`config.mk`:
```
export PLATFORM = sky130hd
export DESIGN_NAME = led_matrix_scanner
export DESIGN_NICKNAME = d
export VERILOG_FILES = /design/src/rtl/led_matrix_pkg.sv /design/src/rtl/led_scan_timer.sv /design/src/rtl/led_matrix_scanner.sv
export SDC_FILE = /design/constraint.sdc
export NUM_CORES = 1
export LEC_CHECK = 0
export CAP_MARGIN = 20
export CORE_AREA = 2 2 109 111
export CTS_CLUSTER_SIZE = 8
export DETAILED_ROUTE_END_ITERATION = 7
export DIE_AREA = 0 0 111 113
export PLACE_DENSITY = 0.94
export SYNTH_ARGS = -nofsm -noshare
export SYNTH_HDL_FRONTEND = slang
export SYNTH_SLANG_ARGS = --single-unit
```
`constraint.sdc`:
```
create_clock -name system_clk -period 3.5 [get_ports system_clk]
set_clock_uncertainty 0.15 [all_clocks]
set_input_delay 0.7 -clock system_clk [delete_from_list [all_inputs] [get_ports system_clk]]
set_output_delay 0.7 -clock system_clk [all_outputs]
set_load 0.01 [all_outputs]
```
`src/rtl/led_matrix_pkg.sv`:
```
// Shared defaults, counter-width helper and brightness width for the LED matrix scanner.
package led_matrix_pkg;

  localparam int DEF_ROWS         = 8;
  localparam int DEF_COLS         = 8;
  localparam int DEF_SCAN_DIV     = 1024;
  localparam int DEF_BLANK_CYCLES = 16;
  localparam int BRIGHT_W         = 4;

  // Ceiling log2 with a floor of 1 so a counter never collapses to zero bits.
  function automatic int clog2(input int v);
    int r = 1;
    while ((1 << r) < v) r = r + 1;
    return r;
  endfunction

endpackage

```
`src/rtl/led_scan_timer.sv`:
```
// Slot/row timebase: tick counts cycles within a row slot, row_idx walks the rows.
module led_scan_timer import led_matrix_pkg::*; #(
  parameter int ROWS         = DEF_ROWS,
  parameter int SCAN_DIV     = DEF_SCAN_DIV,
  parameter int BLANK_CYCLES = DEF_BLANK_CYCLES,
  parameter int TICK_W       = clog2(SCAN_DIV),
  parameter int ROW_W        = clog2(ROWS)
) (
  input  logic              i_clk,
  input  logic              i_rst,
  output logic [ROW_W-1:0]  o_row_idx,
  output logic [TICK_W-1:0] o_tick,
  output logic              o_slot_start,
  output logic              o_blank,
  output logic              o_frame_end
);

  localparam logic [TICK_W-1:0] TICK_LAST = TICK_W'(SCAN_DIV - 1);
  localparam logic [ROW_W-1:0]  ROW_LAST  = ROW_W'(ROWS - 1);
  localparam logic [TICK_W:0]   BLANK_Q   = (TICK_W + 1)'(BLANK_CYCLES);

  logic              r_run;
  logic [TICK_W-1:0] r_tick;
  logic [ROW_W-1:0]  r_row;
  logic              w_tick_wrap;

  assign w_tick_wrap = (r_tick == TICK_LAST);

  // The first cycle out of reset parks at (0,0) so the scan starts one edge later.
  always_ff @(posedge i_clk) begin
    if (i_rst) begin
      r_run  <= 1'b0;
      r_tick <= '0;
      r_row  <= '0;
    end else begin
      r_run <= 1'b1;
      if (r_run) begin
        if (w_tick_wrap) begin
          r_tick <= '0;
          r_row  <= (r_row == ROW_LAST) ? '0 : r_row + 1'b1;
        end else begin
          r_tick <= r_tick + 1'b1;
        end
      end
    end
  end

  assign o_row_idx    = r_row;
  assign o_tick       = r_tick;
  assign o_slot_start = r_run && (r_tick == '0);
  assign o_blank      = !r_run || ({1'b0, r_tick} < BLANK_Q);
  assign o_frame_end  = r_run && w_tick_wrap && (r_row == ROW_LAST);

endmodule

```
`src/rtl/led_matrix_scanner.sv`:
```
// Row-scanning LED matrix driver with double-buffered framebuffer and blanking.
// Optional per-row PWM dimming is enabled by defining LED_SCAN_PWM_EN.
module led_matrix_scanner import led_matrix_pkg::*; #(
  parameter int ROWS         = DEF_ROWS,
  parameter int COLS         = DEF_COLS,
  parameter int SCAN_DIV     = DEF_SCAN_DIV,
  parameter int BLANK_CYCLES = DEF_BLANK_CYCLES
) (
  input  logic                 system_clk,
  input  logic                 rst,
  input  logic [ROWS*COLS-1:0] fb_in,
  input  logic                 fb_load,
`ifdef LED_SCAN_PWM_EN
  input  logic [BRIGHT_W-1:0]  brightness,
`endif
  output logic [ROWS-1:0]      row,
  output logic [COLS-1:0]      col,
  output logic                 frame_start
);

  localparam int ROW_W  = clog2(ROWS);
  localparam int TICK_W = clog2(SCAN_DIV);

  logic [ROW_W-1:0]     w_row_idx;
  logic [TICK_W-1:0]    w_tick;
  logic                 w_slot_start;
  logic                 w_blank;
  logic                 w_frame_end;
  logic                 w_unused_tick;
  logic                 w_pwm_on;
  logic [ROWS-1:0]      w_row_onehot;
  logic [COLS-1:0]      w_row_bits;

  logic [ROWS*COLS-1:0] r_pending;
  logic                 r_pending_valid;
  logic [ROWS*COLS-1:0] r_shadow;

  led_scan_timer #(
    .ROWS         (ROWS),
    .SCAN_DIV     (SCAN_DIV),
    .BLANK_CYCLES (BLANK_CYCLES),
    .TICK_W       (TICK_W),
    .ROW_W        (ROW_W)
  ) u_timer (
    .i_clk        (system_clk),
    .i_rst        (rst),
    .o_row_idx    (w_row_idx),
    .o_tick       (w_tick),
    .o_slot_start (w_slot_start),
    .o_blank      (w_blank),
    .o_frame_end  (w_frame_end)
  );

  assign w_unused_tick = ^w_tick;

  // Swap uses the old pending contents; a load on the same edge becomes the next pending frame.
  always_ff @(posedge system_clk) begin
    if (rst) begin
      r_pending       <= '0;
      r_pending_valid <= 1'b0;
      r_shadow        <= '0;
    end else begin
      if (w_frame_end && r_pending_valid) r_shadow <= r_pending;
      if (fb_load) begin
        r_pending       <= fb_in;
        r_pending_valid <= 1'b1;
      end else if (w_frame_end) begin
        r_pending_valid <= 1'b0;
      end
    end
  end

`ifdef LED_SCAN_PWM_EN
  logic [BRIGHT_W-1:0] r_pwm_cnt;
  logic [BRIGHT_W-1:0] r_bright_q;
  logic [BRIGHT_W-1:0] w_pwm_cur;

  // The count seen on a slot's first tick is always zero, even with no blanking.
  assign w_pwm_cur = w_slot_start ? '0 : r_pwm_cnt;
  assign w_pwm_on  = (w_pwm_cur <= r_bright_q);

  always_ff @(posedge system_clk) begin
    if (rst) begin
      r_pwm_cnt  <= '0;
      r_bright_q <= '1;
    end else begin
      r_pwm_cnt <= w_blank ? w_pwm_cur : w_pwm_cur + 1'b1;
      if (w_frame_end) r_bright_q <= brightness;
    end
  end
`else
  assign w_pwm_on = 1'b1;
`endif

  assign w_row_onehot = ROWS'(1) << w_row_idx;
  assign w_row_bits   = r_shadow[int'(w_row_idx)*COLS +: COLS];

  // Row and column are registered together from the same shadow and counter snapshot.
  always_ff @(posedge system_clk) begin
    if (rst) begin
      row         <= '0;
      col         <= '1;
      frame_start <= 1'b0;
    end else begin
      frame_start <= w_slot_start && (w_row_idx == '0);
      if (!w_blank && w_pwm_on) begin
        row <= w_row_onehot;
        col <= ~w_row_bits;
      end else begin
        row <= '0;
        col <= '1;
      end
    end
  end

endmodule

```
# == Word-level counts from Yosys, hierarchy flattened ==
# Index checks and enable logic that the tools add are counted.
# totals
ff_bits,160
in_bits,67
output_inout_bits,17
word_cells,34
# classes
addsub,2
n_lt_le_gt_ge,1
n_eq_ne,2
shift,2
mux,5
bitwise_logic,1
reduce_logical,12
# ops
cell,n
$shiftx A64 B7 Y8,1
$add A10 B1 Y10 const B,1
$eq A10 B10 Y1 const B,1
$logic_not A10 Y1,1
$lt A10 B5 Y1 const B,1
$mux W10,1
$not A8 Y8,1
$shl A1 B3 Y8 const A,1
$logic_and A1 B1 Y1,5
$add A3 B1 Y3 const B,1
$eq A3 B3 Y1 const B,1
$logic_not A3 Y1,1
$mux W1,3
$mux W3,1
$reduce_and A2 Y1,1
$reduce_bool A2 Y1,1
$reduce_or A2 Y1,1
$logic_not A1 Y1,1
$logic_or A1 B1 Y1,1

# == Longest topological paths before layout ==
# Gate-level depths: netlist of the first run.
# logic_depth
word_depth,5
ltp_mapped,8
mapped_depth_nobuf,5

# == Hierarchy ==
# Synthesis of the first run repeated with hierarchy kept, for this count alone.
# hier_totals
hier_cells,639
hier_area_um2,6055.8
# modules_own_cells
module,instances,cells_each,area_per_inst_um2,seq_area_each_um2
led_matrix_scanner,1,559,5318.9,2922.8
led_scan_timer,1,80,737.0,280.3

# == Least setup slack after synthesis of the first run ==
# No wires, ideal clock.
# synth_path
path_type,reg2reg
startpoint,register u_timer.r_row[0] (netlist: u_timer.o_row_idx[0])
endpoint,register r_shadow[10]
setup_time_ns,0.072
arrival_ns,1.607
required_ns,3.278
path_slack_ns,1.671
path_stages_with_launch,8
path_buffers,2
period_less_slack_ns,1.829
cell_sequence,dfxtp_1 -> ha_1 -> ha_1 -> nand2_1 -> nor4_4 -> buf_12 -> buf_12 -> mux2i_1
# synth_via
elab_chain_len,3
# synth_rtl
element,line,rtl
start: declaration,led_scan_timer.sv:24,logic [ROW_W-1:0] r_row;
start signal: assignment,led_scan_timer.sv:40,r_row <= (r_row == ROW_LAST) ? '0 : r_row + 1'b1;
$eq A3 B3 Y1,led_scan_timer.sv:52,assign o_frame_end = r_run && w_tick_wrap && (r_row == ROW_LAST);
$logic_and A1 B1 Y1,led_scan_timer.sv:52,
$logic_and A1 B1 Y1,led_matrix_scanner.sv:63,if (w_frame_end && r_pending_valid) r_shadow <= r_pending;
end signal: assignment,led_matrix_scanner.sv:63,
end: declaration,led_matrix_scanner.sv:36,logic [ROWS*COLS-1:0] r_shadow;
# Every way passes these cells.
# A chain may end at the register's enable or synchronous reset.

# == Final worst setup path of the first run ==
# layout_path
startpoint,register u_timer.r_row[2] (netlist: u_timer.o_row_idx[2])
endpoint,register r_shadow[14]
# Same word-level chain as after synthesis.

==> impl_metrics.env, run 1 <==
export IMPL_final_common_cell="dfxtp_1"
export IMPL_hold_ws_ns=0.3067
export IMPL_hold_path_class="reg -> reg"
export IMPL_drt_pass1_iter_count=5
export IMPL_cp_num_buf_inv=1
export IMPL_status="completed"
export IMPL_clkTransAtPathRegs_ns=0.06
export IMPL_power_density_nw_per_um2=514.9
export IMPL_setup_viol=0
export IMPL_slowest_stage="dfxtp_1"
export IMPL_slew_headroom_pct=28.99
export IMPL_clockBufferDepth=2
export IMPL_grt_usage_pct=23.88
export IMPL_ys_seq_area_share_pct=47.52
export IMPL_drtIter0Drc=317
export IMPL_area_delta_synth_final_pct=19.32
export IMPL_portBuffers=83
export IMPL_grt_pass1_wl_um=23890
export IMPL_path_cells="ha_1, nand2_1, nor4_4, buf_12, mux2i_1"
export IMPL_power_leakage_nw=3.072
export IMPL_n_antenna_cell=0
export IMPL_synth_area_um2=6740
export IMPL_hold_buffers=0
export IMPL_yosys_warnings=0
export IMPL_peakVddDrop_v=0.0003768
export IMPL_cts_root_buf="clkbuf_16"
export IMPL_cts_max_level=4
export IMPL_critPathKind="reg -> reg"
export IMPL_mostFrequentLayoutCells="160 x dfxtp_1, 142 x mux2i_1, 137 x nand2_1"
export IMPL_worst_setup_path_end_kind="flop"
export IMPL_postCtsSetupBuffers=0
export IMPL_io_pins=84
export IMPL_gp_congestion=0.8376
export IMPL_num_rows=39
export IMPL_critPathArrivalTime_ns=2.51
export IMPL_tightest_slew_ns=1.065
export IMPL_synth_cell_types=43
export IMPL_drt_wl_total_um=14490
export IMPL_core_um2=11270
export IMPL_rsz0062_at_grt="false"
export IMPL_antenna_found_initial=0
export IMPL_cts_buffers=17
export IMPL_insertion_delay_ns=0.42
export IMPL_fin_crit_sh_pct=66.37
export IMPL_critPathMaxStageDelay_ns=0.73
export IMPL_setup_tns_ns=0
export IMPL_drt_vias_per_instance=5.534
export IMPL_required_ns=3.69
export IMPL_die_area_um2=12540
export IMPL_finalHoldViolCount=0
export IMPL_cp_start_kind="flop"
export IMPL_drc=0
export IMPL_min_period_ns=2.323
export IMPL_vias=4870
export IMPL_cpLargestDelayFamily="flip-flops"
export IMPL_place_hpwl_um=9558
export IMPL_ys_ff_latch=160
export IMPL_tritoncts="built"
export IMPL_die_h_um=113
export IMPL_final_antenna_net_count=0
export IMPL_start_util_pct=59.80
export IMPL_max_freq_mhz=430.5
export IMPL_wl_per_cell_um=16.46
export IMPL_syn_nets=737
export IMPL_grt_overflow=0
export IMPL_clock_sinks=160
export IMPL_die_w_um=111
export IMPL_syn_avg_cell_area_um2=10.17
export IMPL_drive_gt1_share_pct=7.870
export IMPL_layout_nets=798
export IMPL_crit_fanout=64
export IMPL_slew_viol_final=0
export IMPL_grt_max_degree=78
export IMPL_syn_instance_count=663
export IMPL_maxCapViolCount=0
export IMPL_cts_resized=0
export IMPL_grt_pass1_vias=4932
## flip-flops by register name, indices dropped and copies added, names as in the netlist
register / cells
u_timer.o_row_idx: 3
frame_start: 1
r_pending: 64
u_timer.r_run: 1
row: 8
col: 8
r_pending_valid: 1
u_timer.o_tick: 10
r_shadow: 64
## power breakdown
part           switching (W)  leakage, nW  internal [W]
logic               0.000108         1.45      0.000126
clock network       0.000728        0.320       0.00128
registers          0.0000329         1.30       0.00187
## metrics by stage
| stage | instances | utilization [%] | instance area [µm²] | setup WS, ns | power [W] |
|---|---|---|---|---|---|
| 2_1_floorplan | 663 | - | 6740 | 1.671 | 0.002074 |
| 3_3_place_gp | 848 | 65.52 | 7386 | 1.369 | 0.002161 |
| 3_5_place_dp | 848 | 65.52 | 7386 | 1.260 | 0.002175 |
| 4_1_cts | 880 | 71.35 | 8043 | 1.217 | 0.004158 |
| 5_1_grt | 880 | 71.35 | 8043 | 1.045 | 0.004261 |
| 6_report | 880 | 71.35 | 8043 | 1.177 | 0.004141 |
## synth_stat cells, drive strengths merged
master        instances  area [µm²]
a21oi                 8       40.04
a22oi                 7       52.55
a311oi                1       8.760
and3                  6       38.79
and3b                 4       35.03
and4                  1       8.760
buf                  28       269.0
clkbuf               17       133.9
dfxtp               160        3203
dlymetal6s2s          2       25.02
ha                    7       87.58
inv                   8       30.03
mux2                  2       22.52
mux2i               142        1421
mux4                  9       202.7
nand2               137       514.2
nand2b                9       56.30
nand3                11       72.57
nand4                 6       52.55
nor2                 73       274.0
nor2b                 2       12.51
nor3                  2       10.01
nor3b                 1       7.510
nor4                  3       33.78
o21a                  1       7.510
o21ai                 2       10.01
o221a                 1       11.26
o311ai                1       8.760
o31ai                 5       37.54
or3                   3       18.77
or4                   1       7.510
xnor2                 2       17.52
xor2                  1       8.760
## cells by family (layout without fill, tap and decap cells)
group | after synthesis | count (layout) | synth area share, %
buf+inv | 55 | 129 | 6.794
compound gates | 26 | 26 | 2.618
fa+ha+maj | 7 | 7 | 1.299
xor+xnor | 3 | 3 | 0.3899
simple gates | 259 | 259 | 16.95
mux | 153 | 153 | 24.43
flops | 160 | 160 | 47.52
## metal layers
layer / global-route usage (%) / wire length (µm)
met2: 40.25 / 7251
met3: 6.052 / 662
met1: 29.06 / 6229
met4: 10.75 / 341
met5: 0 / 0
## final cells by class
class	instances	area (µm²)
Multi-Input combinational cell	448	3079
Clock inverter	11	176.4
Fill cell	753	3229
Inverter	8	31.28
Clock buffer	21	480.5
Timing Repair Buffer	89	893.4
Tap cell	143	178.9
Sequential cell	160	3203
## path summary, 6_finish.rpt
kind,startpoint,end,slack [ns],depth (start not counted)
hold / removal,r_shadow[50],r_shadow[50],0.31,2
setup / recovery,u_timer.o_row_idx[2],r_shadow[14],1.18,5
setup reg to reg,u_timer.o_row_idx[2],r_shadow[14],1.18,5
hold reg to reg,r_shadow[50],r_shadow[50],0.31,2
## worst register-to-register path: cells and delay by family, from the launching register on
family / cells / cell delay, ns
buffers and inverters: 1 / 0.37
DFF: 1 / 0.73
adders and majority gates: 1 / 0.32
muxes: 1 / 0.38
and+or+nand+nor: 2 / 0.29
(Power assumes the default switching activity.)
==> run 2, diff against run 1 <==
CORE_AREA = 2 2 114 116   (was 2 2 109 111)
DIE_AREA = 0 0 116 118   (was 0 0 111 113)
PLACE_DENSITY = 0.87   (was 0.94)
clock period = 2.2 ns   (was 3.5 ns; I/O delays follow)
==> run 2 against run 1 <==
Against the previous run: non-clock buffer count increased by 6; utilization decreased by 5.9 points; combinational power increased by 64%; clock power increased by 55%; maximum frequency increased by 14%; via count decreased by 1.8%; first-iteration DRC count decreased by 16%; sequential cell count unchanged; largest power group unchanged; highest routed layer unchanged; die area increased by 9.1%.
==> impl_metrics.env, run 2 (synthesized netlist as in run 1, its figures left out) <==
export IMPL_n_antenna_cell=0
export IMPL_drive_gt1_share_pct=7.827
export IMPL_place_hpwl_um=9775
export IMPL_tritoncts="built"
export IMPL_layout_nets=804
export IMPL_cp_num_buf_inv=1
export IMPL_insertion_delay_ns=0.43
export IMPL_setup_tns_ns=0
export IMPL_final_antenna_net_count=0
export IMPL_min_period_ns=2.036
export IMPL_crit_cells=5
export IMPL_die_w_um=116
export IMPL_switching_share_pct=20.70
export IMPL_hold_ws_ns=0.2737
export IMPL_wl_per_cell_um=15.51
export IMPL_core_um2=12410
export IMPL_cts_buffers=17
export IMPL_vias=4784
export IMPL_cpLargestDelayFamily="simple AND/OR/NAND/NOR gates"
export IMPL_ff2ff_path_depth=5
export IMPL_slowest_stage="nor4_4"
export IMPL_p_int_w=0.005157
export IMPL_gp_congestion=0.8209
export IMPL_die_h_um=118
export IMPL_power_density_nw_per_um2=799.9
export IMPL_grt_pass1_wl_um=23390
export IMPL_setup_viol=0
export IMPL_drc=0
export IMPL_clock_sinks=160
export IMPL_grt_pass1_vias=4871
export IMPL_cts_max_level=4
export IMPL_power_leakage_nw=3.099
export IMPL_hold_buffers=0
export IMPL_postCtsSetupBuffers=0
export IMPL_critPathArrivalTime_ns=2.23
export IMPL_grt_overflow=0
export IMPL_drt_pass1_iter_count=5
export IMPL_cts_root_buf="clkbuf_16"
export IMPL_slew_viol_final=0
export IMPL_cts_resized=0
export IMPL_grt_usage_pct=21.95
export IMPL_cp_start_kind="flop"
export IMPL_path_cells="ha_1, nand4_4, nor4_4, buf_12, mux2i_1"
export IMPL_holdPathEnd="frame_start"
export IMPL_drt_wl_total_um=14160
export IMPL_maxCapViolCount=0
export IMPL_drtIter0Drc=265
export IMPL_critPathKind="reg -> reg"
export IMPL_clockPowerShare_pct=47.6
export IMPL_slew_headroom_pct=61.74
export IMPL_worstReg2RegEnd="r_shadow[53]"
export IMPL_portBuffers=83
export IMPL_clockBufferDepth=2
export IMPL_status="completed"
export IMPL_worst_setup_path_end_kind="flop"
export IMPL_rsz0062_at_grt="false"
export IMPL_final_common_cell="dfxtp_1"
export IMPL_fin_crit_sh_pct=92.54
export IMPL_drt_vias_per_instance=5.240
export IMPL_hold_path_class="in -> reg"
export IMPL_io_pins=84
export IMPL_switchingPower_w=0.001346
export IMPL_peakVddDrop_v=0.0005062
export IMPL_num_rows=41
export IMPL_antenna_found_initial=0
export IMPL_clkTransAtPathRegs_ns=0.06
export IMPL_start_util_pct=54.29
export IMPL_finalHoldViolCount=0
export IMPL_min_delay_start="rst"
export IMPL_comb_power_share_pct=5.9
export IMPL_critPathMaxStageDelay_ns=0.41
export IMPL_finalPower_w=0.006503
export IMPL_seq_power_share_pct=46.5
export IMPL_tightest_slew_ns=0.5690
export IMPL_die_area_um2=13690
export IMPL_worst_hold_path_num_cells=3
export IMPL_required_ns=2.40
export IMPL_r2r_start="u_timer.o_tick[0]"
export IMPL_grt_max_degree=66
export IMPL_max_freq_mhz=491.2
export IMPL_crit_fanout=32
export IMPL_r2r_slack_ns=0.16
export IMPL_area_delta_synth_final_pct=20.61
export IMPL_mostFrequentLayoutCells="160 x dfxtp_1, 142 x mux2i_1, 137 x nand2_1"
## run 2: cell count changes in the layout (fill, tap and decap cells not counted), moves of 2 or more
| cell | delta |
|---|---|
| buf_12 | +4 |
| clkbuf_1 | +4 |
| clkinv_4 | -3 |
| buf_4 | +2 |
| inv_6 | -2 |
## run 2: worst max path at each step
| stage | end | startpoint |
|---|---|---|
| 6_report | r_shadow[53] | u_timer.o_tick[0] |
| 5_1_grt | r_shadow[26] | u_timer.o_tick[0] |
| 4_1_cts | r_shadow[53] | u_timer.o_tick[0] |
| 3_5_place_dp | r_shadow[21] | u_timer.o_tick[0] |
| 3_3_place_gp | r_shadow[6] | u_timer.o_tick[0] |
| 2_1_floorplan | r_shadow[10] | u_timer.o_row_idx[0] |
## run 2: layout make-up
type,instances,area [µm²]
Timing Repair Buffer,95,988.4
Fill cell,957,4285
Clock buffer,24,481.7
Clock inverter,6,130.1
Tap cell,172,215.2
Inverter,8,31.28
Multi-Input combinational cell,448,3079
Sequential cell,160,3203
## run 2: power groups by stage
stage / clock network, W / registers (W) / logic, W
global route: 0.00324 / 0.00303 / 0.000421
finish: 0.00310 / 0.00302 / 0.000384
detailed placement: 0 / 0.00308 / 0.000384
global placement: 0 / 0.00308 / 0.000370
floorplan: 0 / 0.00307 / 0.000231
CTS: 0.00313 / 0.00302 / 0.000387
## run 2: per-layer routing
layer	share of wire, %	routed length [µm]	track usage (%)	up-vias
met2	49	6928	36.00	110
met5	0	0	0	-
li1	-	-	-	2370
met3	4.6	650	5.355	24
met1	44	6268	27.02	2280
met4	2.2	310	10.04	0
## run 2: per-stage QoR
| step | cell area, µm² | setup WS, ns | cells | util [%] |
|---|---|---|---|---|
| 5_1_grt | 8129 | 0.02517 | 913 | 65.48 |
| 4_1_cts | 8129 | 0.1574 | 913 | 65.48 |
| 3_5_place_dp | 7517 | 0.2102 | 883 | 60.55 |
| 6_report | 8129 | 0.1641 | 913 | 65.48 |
| 3_3_place_gp | 7517 | 0.3045 | 883 | 60.55 |
| 2_1_floorplan | 6740 | 0.3712 | 663 | - |
## run 2: tightest hold or removal path: cells and delay by family
| family | cells | cell delay (ns) |
|---|---|---|
| and+or+nand+nor | 2 | 0.21 |
| buffers and inverters | 1 | 0.14 |
